===== src/rtl/icache_direct.sv =====
// Direct-mapped, read-only instruction cache between the fetch stage and the memory controller.
// Optional hit/miss statistics counters are enabled with ICACHE_STATS_EN.
module icache_direct #(
    parameter int NFRAMES = 16
) (
    input  logic        CLK,
    input  logic        nRST,
    input  logic        imemREN,
    input  logic [31:0] imemaddr,
    input  logic        flush,
    output logic        ihit,
    output logic [31:0] imemload,
    output logic        iREN,
    output logic [31:0] iaddr,
    input  logic        iwait,
`ifdef ICACHE_STATS_EN
    input  logic [31:0] iload,
    output logic [31:0] hit_count,
    output logic [31:0] miss_count
`else
    input  logic [31:0] iload
`endif
);

    localparam int IDX_W = $clog2(NFRAMES);
    localparam int TAG_W = 32 - IDX_W - 2;

    localparam logic [0:0] IDLE  = 1'b0;
    localparam logic [0:0] FETCH = 1'b1;

    logic [0:0]       state;
    logic [29:0]      miss_word;
    logic [NFRAMES-1:0] valid;
    logic [TAG_W-1:0] tags [NFRAMES];
    logic [31:0]      data [NFRAMES];

    logic [IDX_W-1:0] idx;
    logic [TAG_W-1:0] tag;
    logic [IDX_W-1:0] miss_idx;
    logic [TAG_W-1:0] miss_tag;
    logic             hit;
    logic             miss_start;
    logic             fill_done;
    logic [1:0]       unused_byte_offset;

    assign idx      = imemaddr[IDX_W+1:2];
    assign tag      = imemaddr[31:IDX_W+2];
    assign miss_idx = miss_word[IDX_W-1:0];
    assign miss_tag = miss_word[29:IDX_W];
    assign unused_byte_offset = imemaddr[1:0];

    assign hit        = (state == IDLE) && imemREN && valid[idx] && (tags[idx] == tag);
    assign miss_start = (state == IDLE) && imemREN && !hit;
    assign fill_done  = (state == FETCH) && !iwait;

    assign ihit     = hit;
    assign imemload = hit ? data[idx] : 32'h0;
    assign iREN     = (state == FETCH);
    assign iaddr    = (state == FETCH) ? {miss_word, 2'b00} : 32'h0;

    always_ff @(posedge CLK or negedge nRST) begin
        if (!nRST) begin
            state     <= IDLE;
            miss_word <= '0;
        end else begin
            case (state)
                IDLE: begin
                    if (miss_start) begin
                        miss_word <= imemaddr[31:2];
                        state     <= FETCH;
                    end
                end
                FETCH: begin
                    if (!iwait)
                        state <= IDLE;
                end
                default: state <= IDLE;
            endcase
        end
    end

    // A flush always wins over a fill landing in the same cycle, so that fill is dropped.
    always_ff @(posedge CLK or negedge nRST) begin
        if (!nRST) begin
            valid <= '0;
        end else if (flush) begin
            valid <= '0;
        end else if (fill_done) begin
            valid[miss_idx] <= 1'b1;
        end
    end

    always_ff @(posedge CLK) begin
        if (fill_done) begin
            tags[miss_idx] <= miss_tag;
            data[miss_idx] <= iload;
        end
    end

`ifdef ICACHE_STATS_EN
    always_ff @(posedge CLK or negedge nRST) begin
        if (!nRST) begin
            hit_count  <= 32'h0;
            miss_count <= 32'h0;
        end else begin
            if (hit && (hit_count != 32'hFFFF_FFFF))
                hit_count <= hit_count + 32'h1;
            if (miss_start && (miss_count != 32'hFFFF_FFFF))
                miss_count <= miss_count + 32'h1;
        end
    end
`endif

endmodule


===== config.mk =====
export PLATFORM = sky130hd
export DESIGN_NAME = icache_direct
export DESIGN_NICKNAME = d
export VERILOG_FILES = /design/src/rtl/icache_direct.sv
export SDC_FILE = /design/constraint.sdc
export NUM_CORES = 1
export LEC_CHECK = 0
export BUFFER_PORTS_ARGS = -buffer_cell sky130_fd_sc_hd__buf_2
export CORE_UTILIZATION = 60
export DETAILED_ROUTE_END_ITERATION = 12
export PLACE_DENSITY = 0.78
export SLEW_MARGIN = 15
export SYNTH_ARGS = -nofsm -noshare
export SYNTH_HDL_FRONTEND = slang
export SYNTH_SLANG_ARGS = --single-unit

===== constraint.sdc =====
create_clock -name CLK -period 12.4 [get_ports CLK]
set_input_delay 2.48 -clock CLK [delete_from_list [all_inputs] [get_ports CLK]]
set_output_delay 2.48 -clock CLK [all_outputs]
set_load 0.02 [all_outputs]

# Yosys cells after proc, flatten, opt, wreduce, memory -nomap -nowiden

Memory sizes are Yosys's and may differ from the RTL's.
Index checks and enable logic that the tools add are counted.

Magnitude comparators: 3
Equal/unequal tests: 1
Muxes and demuxes: 13
Bitwise operators: 2
Reductions and logical operators: 10

Operator list:

| kind               | number |
|---|---|
| $mux 32            | 2 |
| $mux 16            | 2 |
| $eq 26x26->1       | 1 |
| $or 16x16->16      | 1 |
| $lt 4x5->1 const B | 2 |
| $logic_and 1x1->1  | 6 |
| $mux 1             | 6 |
| $bmux 1 s4         | 1 |
| $demux 1 s4        | 1 |
| $ge 4x1->1 const B | 1 |
| $logic_not 1->1    | 2 |
| $pmux 1 s2         | 1 |
| $reduce_and 2->1   | 1 |
| $reduce_bool 2->1  | 1 |
| $not 1->1          | 1 |

Register bits after elaboration: 47
Memory bits (writable): 928
Input port bits: 69
Memories kept: 2

Memory list:

| memory | depth | width | read ports | clocked after memory_dff | write ports | RTL line | source |
|---|---|---|---|---|---|---|---|
| data   | 16    | 32    | 1          | 0                        | 1           | 35       | `logic [31:0] data [NFRAMES];` |
| tags   | 16    | 26    | 1          | 0                        | 1           | 34       | `logic [TAG_W-1:0] tags [NFRAMES];` |

# Depth between registers and ports, before layout

Depth after elaboration: 8
Depth in mapped cells: 13
Mapped depth without buffers: 8

# Least setup slack after synthesis

OpenSTA, ideal clock, no wires.

Path kind: input -> output
From: in imemaddr[2]
To: out imemload[22]
Data arrival time: 5.076 ns
Required time: 9.920 ns
Slack: 4.844 ns
Cell stages on the path: 10
Buffers on the path: 7
Cells stage by stage: buf_6 buf_6 buf_6 buf_2 buf_4 buf_4 buf_2 mux4_2 mux4_2 nor2b_1

Cells in the longest elaborated chain, start to end: 5

Ends and longest elaborated chain:

| what                                                  | RTL line | source |
|---|---|---|
| start: declaration                                    | 9        | `input logic [31:0] imemaddr,` |
| branches (longest 4 deep; another with $mem_v2 16x26) | n/a      |  |
| $mux 32 *                                             | 57       | `assign imemload = hit ? data[idx] : 32'h0;` |
| end: declaration                                      | 12       | `output logic [31:0] imemload,` |

Every way passes the cells marked *. The select of a mux whose other input is x is not followed.

# Worst setup path in the final report

From: in imemaddr[2]
To: out imemload[18]

The elaborated chain is that of the path after synthesis.

==> run metrics <==
final global-route overflow total=0; fraction of post-synthesis cell area in the top cell type by area=72.89%; final worst path period share=71.93%; global-route wire length before repair=between 100000 and 150000 um; class of the most critical hold timing path=flip-flop to flip-flop; Clock Skews=approximately 0.019 ns; die outline area=64730 um2; top cells by area, synth=edfxtp_1 (73%), mux4_2 (15%), dfrtp_1 (3.1%), mux2i_1 (1.6%), mux2_4 (1.1%); proportion of synthesized chip area in sequential cells=75.97%; count of warnings emitted by yosys=0; Net Switching=~1.6 mW; height of the die=around 250 um; Synth cell types=55; placeable core region=62970 um2; worst setup path category=input port to output pin; routed wl met3=approximately 7100 um; DP Wirelength=42430 um; Flop pwr share=54.5%; number of nets with antenna violations after routing=0; nature of the critical path startpoint=input port; post-route met1 wirelength=31710 um; WL final=86360 um; highest clock frequency the design can meet=112.1 MHz; drc violations=0; CTS-repair resized insts=0; cell taking the most area after synthesis=edfxtp_1; biggest fanout along the worst timing path=63; max cap viols=0; fin. max-slew vios=0; clk slew on worst S/H paths=0.06 ns; I/O Buffers=between 100 and 150; worst vdd ir=~0.15 mV; mean number of vias per cell=6.544; actual transition at the worst max-transition pin=1.180 ns; CTS Buf Count=93; WL per Instance=around 31 um; setup repair after global routing missed its margin=no; total power divided by cell area=166.7 nW/um2; Initial DRT Pass Iterations=5; highest metal layer with signal wires=met5; run status=completed; Worst EP required=about 9.9 ns; average cell area after synthesis=22.33 um2; clock network fraction of design power=between 30 and 40%; met2 wire length=44680 um; number of standard-cell rows in the floorplan=just over 90; total count of hold-check failures in the final report=0; CTS HTree Levels=3; 1st-iter DRT viols=between 2000 and 2500; Post-synth EDFFs=928; via count=18450; CTS Buffer Depth=3; total negative setup slack=0 ns; Sinks on Clock Net=about 980; weighted congestion at the end of routability-driven global placement=0.7742; synthesis-to-finish area growth=12.18%; number of failing setup endpoints in the final timing report=0; post-synthesis cell count=1712; switching power share of the total=22.35%; antenna violations before repair=4; largest net degree at the start of global routing=78; crit path capture type=output pin; effective utilization at floorplan=60.72%; Hold Path Depth=2; layout cells sized above 1=31.56%; min cycle time layout=between 8 and 9 ns; share of synthesized flip-flops with an asynchronous set or reset=4.821%; endpoint arrival time on the critical path=roughly 6.4 ns; total global routing track utilization=27.50%; Rel. slew slack=between 20% and 30%; Die Span X=between 200 and 300 um; total of flip-flops plus latches after synthesis=between 900 and 1000; overall power of the completed layout=between 7 and 8 mW; number of hold buffers added after cts=0; net total in the final layout=slightly below 2000; top flip-flop cell by instance count after synthesis=edfxtp_1; Clock Root Buffer=clkbuf_16; IO Count=135; Internal Dissipation=5.552 mW; combinational share of power=6.8%; leak pwr=14.09 nW; R2R cell count=9; Synth Cell Area=around 38000 um2; later-pin clock latency in the skew report=0.65 ns; clock tree from TritonCTS=done; total setup buffers inserted after CTS=0; via count of the first global-routing pass=18970
-- power by group through the flow --
stage / Combinational [mW] / Clock, mW / Sequential [mW]
5_1_grt: 0.514 / 2.92 / 3.91
3_3_place_gp: 0.477 / 0 / 3.95
3_5_place_dp: 0.486 / 0 / 3.96
4_1_cts: 0.490 / 2.79 / 3.90
2_1_floorplan: 0.319 / 0 / 3.92
6_report: 0.486 / 2.77 / 3.90
-- layer usage --
| layer | track usage, % | vias to the layer above |
|---|---|---|
| met4 | 9.862 | 4 |
| met5 | 0 | - |
| met3 | 5.389 | 198 |
| met2 | 45.97 | 979 |
| li1 | - | 7526 |
| met1 | 36.44 | 9741 |
-- path summary, 6_finish.rpt --
kind	slack (ns)	end	start
max	3.48	imemload[18]	imemaddr[2]
min	0.50	valid[8]	valid[8]
max reg2reg	8.66	miss_word[18]	tags[14][21]
min reg2reg	0.50	valid[8]	valid[8]
max in group asynchronous	9.86	miss_word[6]	nRST
min in group asynchronous	2.02	miss_word[24]	nRST
-- stage by stage --
step	instance area (um2)	setup WS [ns]	util, %	cells	hold WS, ns
2_1_floorplan	38230	4.844	-	1713	0.4608
3_3_place_gp	39900	3.431	63.37	2643	0.4728
3_5_place_dp	39900	3.458	63.37	2643	0.4856
4_1_cts	42880	3.387	68.10	2817	0.4989
5_1_grt	42880	3.110	68.11	2818	0.5226
6_report	42890	3.480	68.11	2819	0.4974
-- synthesized netlist by cell type (all sizes together), types with 2 or more instances --
cell type    n
dfrtp       47
or3          2
nor2b       36
nand3b       2
clkbuf      31
a22o         3
xor2         2
buf         59
mux4       257
nor3        15
inv          7
o211ai       2
a211o        7
a21o         2
nor4        17
nor2        55
nand3        9
xnor2       19
edfxtp     928
nand2b      11
o21a         2
nand4       16
mux2i       62
and4         8
nand2       10
a2111oi      5
mux2        30
o21ai        8
a21oi        2
and3         7
and2        29
a22oi        9
-- sequential cells by signal, summed over array words and instances, names as in the netlist --
signal     count
data         512
tags         416
miss_word     30
valid         16
iREN           1
-- area by class of cell --
class | count | area [um2]
clock buffers | 119 | 2519
flip-flops and latches | 975 | 29040
diodes | 2 | 5.005
well taps | 846 | 1059
multi-input cells | 641 | 8766
clock inverters | 55 | 459.2
inverters | 7 | 28.78
fillers | 3817 | 20080
repair buffers | 174 | 1007
-- kinds of logic after synthesis --
logic type / count (synthesis) / share of synthesized area (%)
and+or+nand+nor: 220 / 3.207
buffers and inverters: 97 / 1.420
other: 1 / 0.009809
AOI/OAI and AO/OA: 49 / 0.9819
xor gates and xnor gates: 21 / 0.4811
muxes: 349 / 17.93
DFF: 975 / 75.97
-- critical path, cell delays in order --
cell      delay [ns]
buf_8           0.52
buf_4           0.80
mux4_2          0.61
nand2b_1        0.18
a211o_1         0.30
nand3_1         0.16
nand2_1         0.08
nor4b_1         0.35
nand4_1         0.14
buf_4           0.31
nor2b_1         0.22
buf_2           0.19
-- placed cells by master, fill, tap and decap left out, types with 3 or more instances in the layout --
master,instances
a2111oi_0,5
a211o_1,7
a22o_1,3
a22oi_1,9
and2_1,29
and3_1,7
and4_1,8
buf_2,127
buf_4,44
bufinv_16,6
clkbuf_1,20
clkbuf_16,96
clkbuf_8,3
clkinv_1,17
clkinv_2,19
clkinv_4,5
clkinvlp_4,3
dfrtp_1,47
edfxtp_1,928
inv_1,4
inv_6,3
mux2_4,29
mux2i_1,62
mux4_2,257
nand2_1,10
nand2b_1,11
nand3_1,9
nand4_1,16
nor2_1,43
nor2_4,12
nor2b_1,36
nor3_1,11
nor3_2,4
nor4_1,15
o21ai_0,6
xnor2_1,19
Note: power is estimated with default switching activity, not from simulation.
